**config.mk**
```make
export PLATFORM = sky130hd
export DESIGN_NAME = alu_sequencer
export DESIGN_NICKNAME = d
export VERILOG_FILES = /design/src/rtl/alu_sequencer.sv
export SDC_FILE = /design/constraint.sdc
export NUM_CORES = 1
export LEC_CHECK = 0
export BUFFER_PORTS_ARGS = -buffer_cell sky130_fd_sc_hd__buf_4
export CORE_ASPECT_RATIO = 0.75
export CORE_UTILIZATION = 44
export CTS_CLUSTER_SIZE = 28
export DETAILED_ROUTE_END_ITERATION = 10
export HOLD_SLACK_MARGIN = 0.02
export PLACE_DENSITY = 0.75
export RECOVER_POWER = 50
export SYNTH_ARGS = -nofsm -noshare
export SYNTH_HDL_FRONTEND = slang
export SYNTH_SLANG_ARGS = --single-unit
```
**constraint.sdc**
```tcl
create_clock -name clock -period 10.3 [get_ports clock]
set_input_delay 1.545 -clock clock [delete_from_list [all_inputs] [get_ports clock]]
set_output_delay 1.545 -clock clock [all_outputs]
set_load 0.05 [all_outputs]
```
**src/rtl/alu_sequencer.sv**
```systemverilog
// Issue/writeback controller around the two-stage registered ALU.
// Owns a 4-entry register file and retires one instruction at a time.
module alu_sequencer #(
    parameter int WIDTH = 16
) (
    input  logic             clock,
    input  logic             reset,
    input  logic [15:0]      instr,
    input  logic             instr_valid,
    output logic             instr_ready,
    output logic [2:0]       alu_op,
    output logic [WIDTH-1:0] alu_in1,
    output logic [WIDTH-1:0] alu_in2,
    input  logic [WIDTH-1:0] alu_result,
    input  logic             alu_z,
    output logic             done,
    output logic             zero_flag,
    output logic             err,
    input  logic [1:0]       dbg_addr,
    output logic [WIDTH-1:0] dbg_data
);

    typedef enum logic [2:0] {
        S_IDLE,
        S_EXEC,
        S_WAIT,
        S_WB,
        S_RETIRE
    } state_t;

    localparam logic [2:0] OP_AND = 3'd1;
    localparam logic [2:0] OP_SHR = 3'd4;
    localparam logic [2:0] OP_LDI = 3'd5;

    state_t           state;
    logic [WIDTH-1:0] rf [4];
    logic [2:0]       op_q;
    logic [1:0]       rd_q;
    logic [8:0]       imm_q;

    logic [2:0] opcode;
    logic [1:0] rd;
    logic [1:0] rs1;
    logic [1:0] rs2;
    logic       is_alu;

    assign opcode = instr[15:13];
    assign rd     = instr[12:11];
    assign rs1    = instr[10:9];
    assign rs2    = instr[8:7];
    assign is_alu = (opcode >= OP_AND) && (opcode <= OP_SHR);

    assign instr_ready = (state == S_IDLE);
    assign dbg_data    = rf[dbg_addr];

    always_ff @(posedge clock or posedge reset) begin
        if (reset) begin
            state     <= S_IDLE;
            for (int i = 0; i < 4; i++) begin
                rf[i] <= '0;
            end
            op_q      <= '0;
            rd_q      <= '0;
            imm_q     <= '0;
            alu_op    <= '0;
            alu_in1   <= '0;
            alu_in2   <= '0;
            done      <= 1'b0;
            err       <= 1'b0;
            zero_flag <= 1'b0;
        end else begin
            done <= 1'b0;
            err  <= 1'b0;
            unique case (state)
                S_IDLE: begin
                    if (instr_valid) begin
                        op_q  <= opcode;
                        rd_q  <= rd;
                        imm_q <= instr[8:0];
                        if (is_alu) begin
                            alu_op  <= opcode;
                            alu_in1 <= rf[rs1];
                            alu_in2 <= rf[rs2];
                            state   <= S_EXEC;
                        end else begin
                            state <= S_RETIRE;
                        end
                    end
                end
                S_EXEC: begin
                    // ALU samples operands on this edge; idle it afterwards
                    alu_op <= '0;
                    state  <= S_WAIT;
                end
                S_WAIT: begin
                    state <= S_WB;
                end
                S_WB: begin
                    rf[rd_q]  <= alu_result;
                    zero_flag <= alu_z;
                    done      <= 1'b1;
                    state     <= S_IDLE;
                end
                S_RETIRE: begin
                    if (op_q == OP_LDI) begin
                        rf[rd_q] <= {{(WIDTH-9){1'b0}}, imm_q};
                    end
                    err   <= op_q[2] & op_q[1];
                    done  <= 1'b1;
                    state <= S_IDLE;
                end
                default: begin
                    state <= S_IDLE;
                end
            endcase
        end
    end

endmodule

```
==> results of run 1 <==
==> sequential cells by signal (all words and copies together), names as in the netlist <==
name       flops
state          3
alu_in1       16
alu_in2       16
err            1
alu_op         3
imm_q          9
zero_flag      1
rf            64
op_q           3
done           1
rd_q           2
==> Yosys cell counts, types with 4 or more instances <==
| library cell | number | share of area, % |
|---|---|---|
| buf_2 | 15 | 1.2 |
| clkbuf_1 | 5 | 0.31 |
| dfrtp_1 | 119 | 49 |
| mux2_1 | 11 | 2.1 |
| mux2_2 | 97 | 18 |
| mux2_4 | 10 | 2.5 |
| mux4_2 | 48 | 18 |
| nand2_1 | 5 | 0.31 |
| nor2b_1 | 7 | 0.73 |
| o21ai_0 | 4 | 0.33 |
==> power groups by stage <==
stage	Clock [W]	Combinational [W]	Sequential (W)
final	0.000623	0.00108	0.000913
after global routing	0.000654	0.00115	0.000951
after CTS	0.000634	0.00117	0.000914
after detailed placement	0	0.00117	0.000920
after global placement	0	0.00114	0.000903
after floorplan	0	0.000686	0.00108
==> kinds of logic after synthesis <==
family,Yosys count,share of synthesized area [%]
DFF,119,49.5
and+or+nand+nor,35,4.34
AOI/OAI and AO/OA,15,2.45
xor gates and xnor gates,1,0.145
buffers and inverters,31,2.95
muxes,166,40.6
==> metrics by stage <==
step                utilization [%]  setup slack [ns]  hold WS, ns
finish                         54.9              6.10        0.489
global route                   54.9              6.03        0.521
CTS                            56.5              6.08        0.496
detailed placement             51.8              6.09        0.483
global placement               51.8              6.09        0.474
floorplan                         -              5.60        0.475
==> cell type report <==
cell class / count / share of cell area (%)
Sequential cell: 119 / 41.2
Multi-Input combinational cell: 217 / 38.9
Timing Repair Buffer: 96 / 8.15
Clock buffer: 22 / 6.56
Tap cell: 171 / 2.96
Clock inverter: 9 / 2.04
Inverter: 4 / 0.225
==> path summary, 6_finish.rpt <==
path	start	endpoint	slack, ns
setup / recovery	dbg_addr[0]	dbg_data[5]	6.10
hold / removal	zero_flag	zero_flag	0.49
setup reg to reg	state[1]	rf[41]	7.11
max in group asynchronous	reset	rf[13]	7.13
hold reg to reg	zero_flag	zero_flag	0.49
min in group asynchronous	reset	alu_op[2]	1.45
==> worst min-delay path: stages (launching register included) <==
cell	delay, ns
dfrtp_1	0.34
nand2_1	0.05
nand2_1	0.06
==> routing by layer <==
metal,track usage [%],vias to the layer above,wire length (µm)
li1,-,1596,-
met1,30.2,1934,6450
met2,31.4,140,6130
met3,5.85,6,945
met4,5.58,0,53
met5,0,-,0
==> impl_metrics.toml, run 1 <==
[run_status]
status = "finished with violations"
failed_checks = "max-capacitance violations, max-slew violations"

[power]
ir_drop_mv = 0.188
power.leakage_nw = 3.03
comb_power_share_pct = 41.4
finalPower_w = 0.00262
p_sw_share_pct = 39.2
power_density_nw_per_um2 = 363
internal-power_w = 0.00159
pwr-share-seq_pct = 34.9
power_switching_w = 0.00103
clockPowerShare_pct = 23.8

[setup_path]
cp_top_family = "multiplexers"
critical_path_class = "in -> out"
end_kind = "output pin"
cp-start-kind = "input pin"
worstPathMaxFanout = 16
cp_common_cell = "buf_4"
slowest_stage = "mux4_2"
path_depth = 3
crit_buf_inv = 2
arrival_ns = 2.66
slowest_delay_ns = 0.57
worstPathCellList = "buf_4 -> mux4_2 -> buf_4"
worstPathRequired_ns = 8.76
reg2reg_depth = 3

[sta]
post-route-period-util_pct = 40.8
fin_setup_tns_ns = 0
skew_ns = 0.00720
slew_headroom_pct = -54.9
maxSlewViolCount = 34
setup_viol = 0
hold_viol = 0
max_slew.worst_pin.slew_ns = 2.32
grt_setup_unrepaired = "false"
max_freq_ghz = 0.238
min_period_ns = 4.20

[cts]
cts_resized = 0
ctsRootBufferMaster = "clkbuf_16"
cts_buffers = 17
cts_sinks = 119
cts.path.max_buffers = 2
tritoncts = "built"
cts_setup_buffers = 0
clk_pin_slew_worst_paths_ns = 0.05
clock_latency_ns = 0.41
cts_hold_buf = 0
htree_levels = 4

[logic_synthesis]
syn_avg_cell_area_um2 = 16.4
synth_edf_count = 0
ys_seq_area_share_pct = 49.5
ys.flop_type = "dfrtp_1"
syn_nets = 405
async_flop_share_pct = 100
yosysWarnings = 0
netlist_area_um2 = 6020
synth.ff_latch_count = 119
syn_inst = 367
yosysUniqueCellTypes = 43

[cells_and_area]
multi_input_area_um2 = 2810
final_cell_area_um2 = 7230
area_delta_synth_final_pct = 20.0
mostFrequentLayoutCell = "dfrtp_1"
layout-drive-gt1-share_pct = 52.2
n_fill_cell = 1106
layout_common_cells = "dfrtp_1 (119), mux2_2 (97), buf_4 (59)"
fin_cells = 638
finalNetCount = 493
diodes = 0
regArea_um2 = 2980

[floorplan]
die-area_um2 = 14200
rows = 36
start_util_pct = 45.8
coreArea_um2 = 13200
die-width_um = 137
dieHeight_um = 103
ios = 93

[flow_run]
drv_cap = 2

[routing]
drt_pass1_iterations = 4
first_iter_violations = 238
dr_total_vias = 3676
drt_wl_total_mm = 13.6
routed_via_density = 5.76
remaining_drc_errors = 0
wl_per_cell_um = 21.3
antenna_left = 0

[grt]
antenna_found_initial = 0
grt_max_degree = 91
grt_pass1_vias = 3742
overflow = 0
grt_pass1_wl_mm = 21.2
track_usage_pct = 21.0

[placement]
gp_congestion = 0.765
dp_hpwl_mm = 8.69
port_buffers = 92
post-place-cells = 607
dpl_cell_area_um2 = 6820

[min_path]
min_delay_path_depth = 2
worstHoldPathType = "reg -> reg"
No activity file was read; power rests on OpenSTA's default activity.
==> run 2, diff against run 1 <==
clock period = 4.3 ns   (was 10.3 ns; I/O delays follow)
==> run 2 against run 1 <==
Effect of this change: the run now ends clean; clock power is 110% higher; die area stayed put; first-iteration DRC count is 18% lower.
==> impl_metrics.toml, run 2 (synthesis gave the netlist of run 1 again) <==
[routing]
routed_via_density = 5.74
first_iter_violations = 195
drt_pass1_iterations = 4
wl_per_cell_um = 21.5
antenna_left = 0
drt_wl_total_mm = 13.8
dr_total_vias = 3673
remaining_drc_errors = 0

[cts]
ctsRootBufferMaster = "clkbuf_16"
clock_latency_ns = 0.41
cts_sinks = 119
clk_pin_slew_worst_paths_ns = 0.05
htree_levels = 4
tritoncts = "built"
cts_buffers = 17
cts.path.max_buffers = 2
cts_resized = 0
cts_hold_buf = 0
cts_setup_buffers = 0

[sta]
min_period_ns = 2.75
grt_setup_unrepaired = "false"
slew_headroom_pct = 28.1
max_freq_ghz = 0.364
skew_ns = 0.00531
maxSlewViolCount = 0
max_slew.worst_pin.slew_ns = 1.08
post-route-period-util_pct = 63.9
hold_viol = 0
fin_setup_tns_ns = 0
setup_viol = 0

[cells_and_area]
mostFrequentLayoutCell = "dfrtp_1"
fin_cells = 640
final_cell_area_um2 = 7270
area_delta_synth_final_pct = 20.8
largest_register = "rf"
diodes = 0
largestRegisters = "rf: 64 flops, alu_in1: 16 flops, alu_in2: 16 flops"
final_util_pct = 55.3
layout_common_cells = "dfrtp_1 (119), mux2_2 (97), buf_4 (73)"
largest_register_ffs = 64
finalNetCount = 494
layout-drive-gt1-share_pct = 57.1
n_fill_cell = 1084

[power]
ir_drop_mv = 0.465
power_density_nw_per_um2 = 856
finalPower_w = 0.00622
power.leakage_nw = 3.08

[run_status]
status = "complete, no violations"

[setup_path]
arrival_ns = 3.03
timing.rr.start = "state[0]"
worstPathCellList = "nor4b_1 -> buf_4 -> nand3_2 -> mux2_2"
reg2reg_setup_slack_ns = 1.55
slowest_stage = "nand3_2"
reg2reg_depth = 4
slowest_delay_ns = 0.73
crit_buf_inv = 1
critical_path_class = "reg -> reg"
worstReg2RegEnd = "alu_in1[14]"
cp-start-kind = "flop"
cp_top_family = "simple AND/OR/NAND/NOR gates"
worstPathRequired_ns = 4.58
worstPathMaxFanout = 32
end_kind = "flop"

[min_path]
worstHoldPathType = "in -> reg"
min_delay_path_depth = 3
min_to = "zero_flag"
hp-start = "alu_z"

[grt]
grt_pass1_wl_mm = 21.9
overflow = 0
grt_max_degree = 86
grt_pass1_vias = 3845
track_usage_pct = 21.5
antenna_found_initial = 0

[placement]
port_buffers = 92
dpl_cell_area_um2 = 6820
gp_congestion = 0.834
dp_hpwl_mm = 8.96
post-place-cells = 608

[floorplan]
coreArea_um2 = 13200
dieHeight_um = 103
rows = 36
start_util_pct = 45.8
die-width_um = 137
ios = 93
die-area_um2 = 14200

[flow_run]
drv_cap = 0
## run 2: cell count changes in the layout (fill, tap and decap cells not counted), sizes merged
cell    before  now
buf         59   73
bufinv       4    1
clkbuf      59   47
clkinv       4    6
inv          3    4
## run 2: report_power, final
| group | internal [W] | switching, W |
|---|---|---|
| clock network | 0.000834 | 0.000498 |
| registers | 0.00168 | 0.000507 |
| logic | 0.00122 | 0.00149 |
| total | 0.00373 | 0.00249 |
## run 2: worst max path at each step
stage | startpoint | to | slack [ns] | depth (start not counted)
after global placement | instr_valid | alu_in1[0] | 1.65 | 5
after floorplan | reset | alu_in1[0] | 0.50 | 1
final | state[0] | alu_in1[14] | 1.55 | 4
after CTS | state[0] | alu_in1[10] | 1.56 | 4
after global routing | state[0] | alu_in1[1] | 1.35 | 4
after detailed placement | instr_valid | alu_in1[14] | 1.54 | 5
## run 2: area by class of cell
type | instances | area, µm² | share of cell area (%)
Tap cell | 171 | 214 | 2.94
Clock inverter | 9 | 75.1 | 1.03
Clock buffer | 23 | 478 | 6.57
Inverter | 4 | 17.5 | 0.241
Timing Repair Buffer | 97 | 638 | 8.78
Multi-Input combinational cell | 217 | 2870 | 39.5
Sequential cell | 119 | 2980 | 41.0
## run 2: metrics by stage
stage | hold slack [ns] | worst slack (ns)
after floorplan | 0.475 | 0.498
after global placement | 0.469 | 1.65
after detailed placement | 0.476 | 1.54
after CTS | 0.417 | 1.56
after global routing | 0.422 | 1.35
final | 0.431 | 1.55
## run 2: worst reg2reg max path: cells and delay by family (launching register included)
kind                   cells  cell delay [ns]
AND/OR/NAND/NOR            2             1.13
multiplexers               1             0.59
flip-flops                 1             0.56
buffers and inverters      1             0.35
## run 2: routing by layer
metal  GRT usage, %  wire [µm]  up-vias
li1               -          -     1599
met3           6.87        883        5
met4           4.65         70        0
met5              0          0        -
met1           29.0       6140     1954
met2           34.2       6670      115
